==> src/rtl/cmac_sched.sv <==
// cmac_sched: complex MAC scheduler driving a four-product unit; define CMAC_SAT_EN for saturating accumulation.
module cmac_sched #(
  parameter int LEN     = 32,
  parameter int MUL_LAT = 1
) (
  input  logic        clk,
  input  logic        rst,
  input  logic        start,
  input  logic        in_valid,
  output logic        in_ready,
  input  logic [31:0] a_re,
  input  logic [31:0] a_im,
  input  logic [31:0] b_re,
  input  logic [31:0] b_im,
  output logic [31:0] mul_a1,
  output logic [31:0] mul_a2,
  output logic [31:0] mul_b1,
  output logic [31:0] mul_b2,
  input  logic [31:0] mul_p11,
  input  logic [31:0] mul_p22,
  input  logic [31:0] mul_p12,
  input  logic [31:0] mul_p21,
  output logic        res_valid,
  input  logic        res_ready,
  output logic [31:0] res_re,
  output logic [31:0] res_im,
  output logic        busy,
  output logic        ovf
);
  localparam int CW = $clog2(LEN + 1);
`ifdef CMAC_SAT_EN
  localparam int SW = 34;
`else
  localparam int SW = 32;
`endif
  typedef enum logic [1:0] {IDLE, RUN, DRAIN, DONE} state_t;
  state_t state_q, state_d;
  logic [CW-1:0] iss_q, iss_d, acc_cnt_q, acc_cnt_d;
  logic [MUL_LAT:0] tag_q;
  logic [31:0] acc_re_q, acc_im_q, acc_re_d, acc_im_d;
  logic [31:0] res_re_q, res_im_q, new_re, new_im;
  logic [31:0] mul_a1_q, mul_a2_q, mul_b1_q, mul_b2_q;
  logic in_ready_q, res_valid_q, busy_q, ovf_q, ovf_d;
  logic issue, acc_en, go, clip_re, clip_im;
  logic signed [SW-1:0] sum_re, sum_im;
  always_comb begin
    issue = in_ready_q & in_valid;
    acc_en = tag_q[MUL_LAT];
    go = (state_q == IDLE) & start;
    sum_re = SW'(signed'(acc_re_q)) + SW'(signed'(mul_p11)) - SW'(signed'(mul_p22));
    sum_im = SW'(signed'(acc_im_q)) + SW'(signed'(mul_p12)) + SW'(signed'(mul_p21));
`ifdef CMAC_SAT_EN
    clip_re = sum_re[33:31] != {3{sum_re[33]}};
    clip_im = sum_im[33:31] != {3{sum_im[33]}};
    new_re = clip_re ? (sum_re[33] ? 32'h8000_0000 : 32'h7FFF_FFFF) : sum_re[31:0];
    new_im = clip_im ? (sum_im[33] ? 32'h8000_0000 : 32'h7FFF_FFFF) : sum_im[31:0];
`else
    clip_re = 1'b0;
    clip_im = 1'b0;
    new_re = sum_re;
    new_im = sum_im;
`endif
    iss_d = go ? '0 : iss_q + CW'(issue);
    acc_cnt_d = go ? '0 : acc_cnt_q + CW'(acc_en);
    acc_re_d = go ? '0 : acc_en ? new_re : acc_re_q;
    acc_im_d = go ? '0 : acc_en ? new_im : acc_im_q;
    ovf_d = go ? 1'b0 : ovf_q | (acc_en & (clip_re | clip_im));
    state_d = state_q;
    if (go)
      state_d = RUN;
    else if ((state_q == RUN || state_q == DRAIN) && acc_cnt_d == CW'(LEN))
      state_d = DONE;
    else if (state_q == RUN && iss_d == CW'(LEN))
      state_d = DRAIN;
    else if (state_q == DONE && res_ready)
      state_d = IDLE;
  end
  // Tags ride MUL_LAT+1 stages so the accumulate lands one edge after products settle.
  always_ff @(posedge clk) begin
    if (rst) begin
      state_q     <= IDLE;
      iss_q       <= '0;
      acc_cnt_q   <= '0;
      tag_q       <= '0;
      acc_re_q    <= '0;
      acc_im_q    <= '0;
      res_re_q    <= '0;
      res_im_q    <= '0;
      mul_a1_q    <= '0;
      mul_a2_q    <= '0;
      mul_b1_q    <= '0;
      mul_b2_q    <= '0;
      in_ready_q  <= 1'b0;
      res_valid_q <= 1'b0;
      busy_q      <= 1'b0;
      ovf_q       <= 1'b0;
    end else begin
      state_q     <= state_d;
      iss_q       <= iss_d;
      acc_cnt_q   <= acc_cnt_d;
      tag_q       <= {tag_q[MUL_LAT-1:0], issue};
      acc_re_q    <= acc_re_d;
      acc_im_q    <= acc_im_d;
      ovf_q       <= ovf_d;
      in_ready_q  <= (state_d == RUN) && (iss_d != CW'(LEN));
      res_valid_q <= state_d == DONE;
      busy_q      <= state_d != IDLE;
      if (issue) begin
        mul_a1_q <= a_re;
        mul_a2_q <= a_im;
        mul_b1_q <= b_re;
        mul_b2_q <= b_im;
      end
      if (state_d == DONE && state_q != DONE) begin
        res_re_q <= acc_re_d;
        res_im_q <= acc_im_d;
      end
    end
  end
  assign in_ready  = in_ready_q;
  assign res_valid = res_valid_q;
  assign busy      = busy_q;
  assign ovf       = ovf_q;
  assign res_re    = res_re_q;
  assign res_im    = res_im_q;
  assign mul_a1    = mul_a1_q;
  assign mul_a2    = mul_a2_q;
  assign mul_b1    = mul_b1_q;
  assign mul_b2    = mul_b2_q;
endmodule

==> config.mk <==
export PLATFORM = sky130hd
export DESIGN_NAME = cmac_sched
export DESIGN_NICKNAME = d
export VERILOG_FILES = /design/src/rtl/cmac_sched.sv
export SDC_FILE = /design/constraint.sdc
export NUM_CORES = 1
export LEC_CHECK = 0
export BUFFER_PORTS_ARGS = -buffer_cell sky130_fd_sc_hd__buf_4
export CAP_MARGIN = 20
export CORE_UTILIZATION = 35
export DETAILED_ROUTE_END_ITERATION = 16
export PLACE_DENSITY = 0.57
export REMOVE_ABC_BUFFERS = 1
export SYNTH_ARGS = -nofsm -noshare
export SYNTH_HDL_FRONTEND = slang
export SYNTH_SLANG_ARGS = --single-unit
==> constraint.sdc <==
create_clock -name clk -period 3.5 [get_ports clk]
set_input_delay 0.35 -clock clk [delete_from_list [all_inputs] [get_ports clk]]
set_output_delay 0.35 -clock clk [all_outputs]
set_load 0.005 [all_outputs]
## After elaboration in Yosys (flattened, before gate mapping)

Index checks and enable logic that the tools add are counted.

- Word-level logic and storage cells: 50
- Register bits after elaboration: 275

- Add/sub/neg operators: 6
- Equal/unequal tests: 9
- Muxes and demuxes: 10
- Reductions and logical operators: 8
- Bitwise gates (word level): 2

Operator list:

| cell | number |
|---|---|
| 2-to-1 mux 32 bit | 4 |
| adder 32 bit | 3 |
| subtractor 32 bit | 1 |
| adder 6 x 1 -> 6 bit | 2 |
| == test 6 bit (second input constant) | 2 |
| 2-to-1 mux 6 bit | 2 |
| 2-to-1 mux 2 bit | 4 |
| == test 2 bit (second input constant) | 3 |
| != test 6 bit (second input constant) | 1 |
| logical AND 1 bit | 5 |
| == test 2 x 1 -> 1 bit (second input constant) | 2 |
| bitwise AND 1 bit | 2 |
| logical NOT 2 bit | 1 |
| != test 2 bit (second input constant) | 1 |
| nonzero test 2 bit | 1 |
| logical OR 1 bit | 1 |

## Longest topological paths before layout

- Depth in word-level cells: 10
- Depth in mapped cells: 15

## Worst setup path after synthesis

OpenSTA, ideal clock, no wires.

- Kind: input -> register
- Start point: in mul_p11[1]
- End point: reg res_re_q[28] (netlist: res_re[28])
- Stages on the path: 12
- Arrival: 3.301 ns
- Slack: 0.129 ns
- Library setup time: 0.070 ns
- Data required time: 3.430 ns
- Path through: inv_1 fa_1 inv_1 fa_1 a211oi_1 nor4_2 o311a_2 o21ai_2 o31ai_1 a2111o_1 o2111a_1 a21oi_1

- Cells in the longest elaborated chain, start to end: 4

RTL lines:

| item | line | text |
|---|---|---|
| start: declaration | 19 | `input logic [31:0] mul_p11,` |
| adder 32 bit | 50 | `sum_re = SW'(signed'(acc_re_q)) + SW'(signed'(mul_p11)) - SW'(signed'(mul_p22));` |
| subtractor 32 bit | 50 |  |
| 2-to-1 mux 32 bit (2 in series) | 65 | `acc_re_d = go ? '0 : acc_en ? new_re : acc_re_q;` |
| end signal: assignment | 115 | `res_re_q <= acc_re_d;` |
| end: declaration | 41 | `logic [31:0] res_re_q, res_im_q, new_re, new_im;` |

No other way between the ends.
A chain may end at the register's enable or synchronous reset.

## Final worst setup path

- Start point: reg acc_re_q[8]
- End point: reg res_re_q[21] (netlist: res_re[21])

- Cells in the longest elaborated chain, start to end: 4

RTL lines:

| item | line | text |
|---|---|---|
| start: declaration | 40 | `logic [31:0] acc_re_q, acc_im_q, acc_re_d, acc_im_d;` |
| start signal: assignment | 102 | `acc_re_q <= acc_re_d;` |
| adder 32 bit | 50 |  |
| subtractor 32 bit | 50 |  |
| 2-to-1 mux 32 bit (2 in series) | 65 |  |

No other way between the ends.

==> summary.txt <==
Power and ir drop
  – Sw frac: about 28%
  – IR drop worst, VDD: 0.2676 mV
  – Switching pwr: ~0.0025 W
  – Logic gate share of total power: between 20% and 30%
  – Final Total Pwr: a little under 0.009 W
  – Internal power: around 0.0063 W
  – Sequential group share of total power: ~37%
  – Power density cells: roughly 430 mW/mm2
  – Leak pwr: between 9 and 10 nW
  – Clk pwr share: between 40% and 50%

CTS
  – H-tree Lvls: 2
  – Root buf cell: clkbuf_16
  – Worst skew pair latency: between 500 and 600 ps
  – CTS Buf Count: 35
  – CTS Sinks: between 200 and 300
  – Hold_buf cts: 0
  – CTS tree: yes
  – Max Root-Sink Buffers: 3
  – Clock transition at path regs: around 60 ps

STA
  – Max transition margin: 32.72%
  – Count of final hold-check violations: 0
  – FMAX: between 200 and 300 MHz
  – Final Worst Setup Slack: between 100 and 150 ps
  – Post-Route Skew: 10.47 ps
  – Setup violators final: 0
  – Post-route minimum period: about 3400 ps
  – Fin crit share: between 90% and 100%
  – Worst Max-Slew Pin Slew: slightly above 1000 ps
  – Final Max Tran Viols: 0

Critical path
  – CP Class: flop to flop
  – Critical-path cell list: inv_1 > fa_1 > inv_1 > ha_1 > buf_4 > a21o_1 > nand2_1 > o21ai_0 > nor4_4 > nor4_2 > o31a_1 > or3_1 > a31oi_1
  – Most used cell, CP: inv_1
  – Setup crit end kind: flop
  – CP max stage delay: about 500 ps
  – Critical Path RT: between 3000 and 4000 ps
  – Crit path DAT: 3850 ps
  – Crit start category: flop
  – CP max-delay cell: nor4_4
  – Worst-path maximum fanout: 5

Final layout
  – # diodes: 0
  – Fillers: approximately 4.1k
  – Fraction of layout instances using a drive strength above 1: a little over a quarter
  – Final Net Count: approximately 2.7k
  – Non-filler instance count after layout: ~2.9k
  – Area Overhead vs Synth: 38.29%

Synth
  – Syn Area/Cell: 8.057 um2
  – Syn Inst Count: between 1.5k and 2k
  – Synth top area share: between 30 and 40%
  – Cell area after synthesis: between 0.01 and 0.015 mm2
  – #FFs+latches synth: roughly 280
  – Warnings, synthesis: 0
  – Leading post-synthesis cells by cell area: dfxtp_1 (37%), nand2_1 (9.5%), fa_1 (8.5%), a21oi_1 (8.0%), ha_1 (5.8%)
  – Post-synth ARST share: 0%
  – EDFF count, synth: 0
  – Top cells by count, synth: nand2_1 (375), dfxtp_1 (275), a21oi_1 (238)
  – Area leader, netlist: dfxtp_1
  – Sequential share of the synthesized area: approximately 37%
  – Synth cell types: 75
  – Primary FF master, synth: dfxtp_1
  – Top-count cell post-synth: nand2_1

GRT
  – GR Overflow Total: 0
  – Initial antenna violation count: 1
  – Largest net degree at the start of global routing: between 90 and 100
  – First-pass GRT wire length: 76990 um
  – GRT Util Overall: ~22%
  – Vias in the first global route: between 10k and 15k

Floorplan
  – Row Count: 75
  – Initial core utilization: between 30% and 40%
  – Core ar.: 0.04195 mm2
  – Die Y: 208.2 um
  – Die W: 208.2 um
  – I/O Pins: 457
  – Die area: between 0.04 and 0.05 mm2

Place
  – Place WS: -221.1 ps
  – DP Wirelength: ~37000 um
  – Placed cell count: about 2.8k
  – Routability cong.: 0.9215
  – IO Port Bufs: approximately 460

Drt
  – DR vias: 14.56k
  – First drt pass iteration count: 7
  – # DRC: 0
  – Wire length per cell: around 17 um
  – Routed WL: around 50000 um
  – Post-DR vias/cell: 5.062
  – Post-DRT Antenna Nets: 0
  – Drt initial violations: ~880

Job
  – Max-cap viol count: 0

Status
  – Status: finished, final reports clean

Worst hold path
  – Hold WC Path Type: input port to flop
power by group through the flow:
stage / registers, W / logic (W) / clock network, W
floorplan: 0.00332 / 0.000976 / 0
global placement: 0.00331 / 0.00180 / 0
detailed placement: 0.00331 / 0.00181 / 0
CTS: 0.00325 / 0.00183 / 0.00377
global route: 0.00325 / 0.00208 / 0.00390
finish: 0.00325 / 0.00188 / 0.00366
path summary, 6_finish.rpt:
kind / startpoint / endpoint / slack, ps / cells after the start
worst max register to register: acc_re_q[8] / res_re[21] / 120 / 13
worst min register to register: tag_q[0] / tag_q[1] / 430 / 1
worst max-delay path: acc_re_q[8] / res_re[21] / 120 / 13
worst min-delay path: a_re[2] / mul_a1[2] / 60 / 3
placed cells by master (no fill, tap or decap), types with 22 or more instances in the layout:
master	count
ha_1	64
nor2_1	119
nand2_1	373
mux2i_1	27
a21o_1	28
a21oi_1	235
clkbuf_16	37
inv_1	137
dfxtp_1	272
buf_4	532
fa_1	62
o21ai_0	56
nor3_1	41
nand3_1	24
and3_1	22
state kept, by name (all words and copies together) (netlist names), 6 cells and up:
| name | cells |
|---|---|
| acc_im_q | 32 |
| acc_re_q | 32 |
| mul_a1 | 32 |
| mul_a2 | 32 |
| mul_b1 | 32 |
| mul_b2 | 32 |
| res_im | 32 |
| res_re | 32 |
| acc_cnt_q | 6 |
| iss_q | 6 |
timing repair:
item                       CTS  global route
setup endpoints to repair   10            33
pin swaps                    2            21
gates resized for setup      5            38
setup buffers                0             2
per-layer routing:
| layer | global-route usage, % | up-vias | part of all wire [%] |
|---|---|---|---|
| li1 | - | 7172 | - |
| met1 | 31.12 | 6898 | 47 |
| met2 | 35.51 | 409 | 45 |
| met3 | 3.819 | 79 | 5.2 |
| met4 | 7.280 | 0 | 2.7 |
| met5 | 0 | - | 0 |
through the flow:
| step | setup TNS (ps) | instance area (um2) | hold WS (ps) | util [%] |
|---|---|---|---|---|
| after floorplan | -552970 | 14490 | 413.8 | - |
| after global placement | -2120 | 19190 | 420.5 | 45.76 |
| after detailed placement | -2846 | 19190 | 426.2 | 45.76 |
| after CTS | 0 | 20390 | 29.92 | 48.60 |
| after global routing | -37.28 | 20580 | 41.20 | 49.06 |
| final | 0 | 20580 | 64.05 | 49.06 |
cell type report:
cell class                      count  area [um2]  share of cell area [%]
Multi-Input combinational cell   1328        8688                   42.22
Sequential cell                   275        5512                   26.78
Timing Repair Buffer              534        4016                   19.52
Clock buffer                       51        1059                   5.144
Tap cell                          539       674.4                   3.277
Inverter                          141       531.8                   2.584
Clock inverter                      8       98.84                  0.4803
kinds of logic (layout without fill, tap and decap cells):
| logic type | after synthesis | in the layout | share of synthesized area [%] |
|---|---|---|---|
| and+or+nand+nor | 657 | 657 | 19.08 |
| AOI/OAI and AO/OA | 466 | 466 | 18.89 |
| DFF | 275 | 275 | 36.99 |
| buffers and inverters | 244 | 734 | 6.222 |
| adders and majority gates | 132 | 132 | 14.28 |
| xor gates and xnor gates | 42 | 42 | 2.472 |
| muxes | 30 | 30 | 2.043 |
| other | 1 | 1 | 0.02520 |
worst max-delay path: cells and delay by family (launching register included):
kind                     cells  cell delay, ps
AO/OA/AOI/OAI                4             860
adder cells (fa/ha/maj)      2             820
buffers and inverters        3             270
flip-flops                   1             320
AND/OR/NAND/NOR              4            1050
No activity file was read; power rests on OpenSTA's default activity.
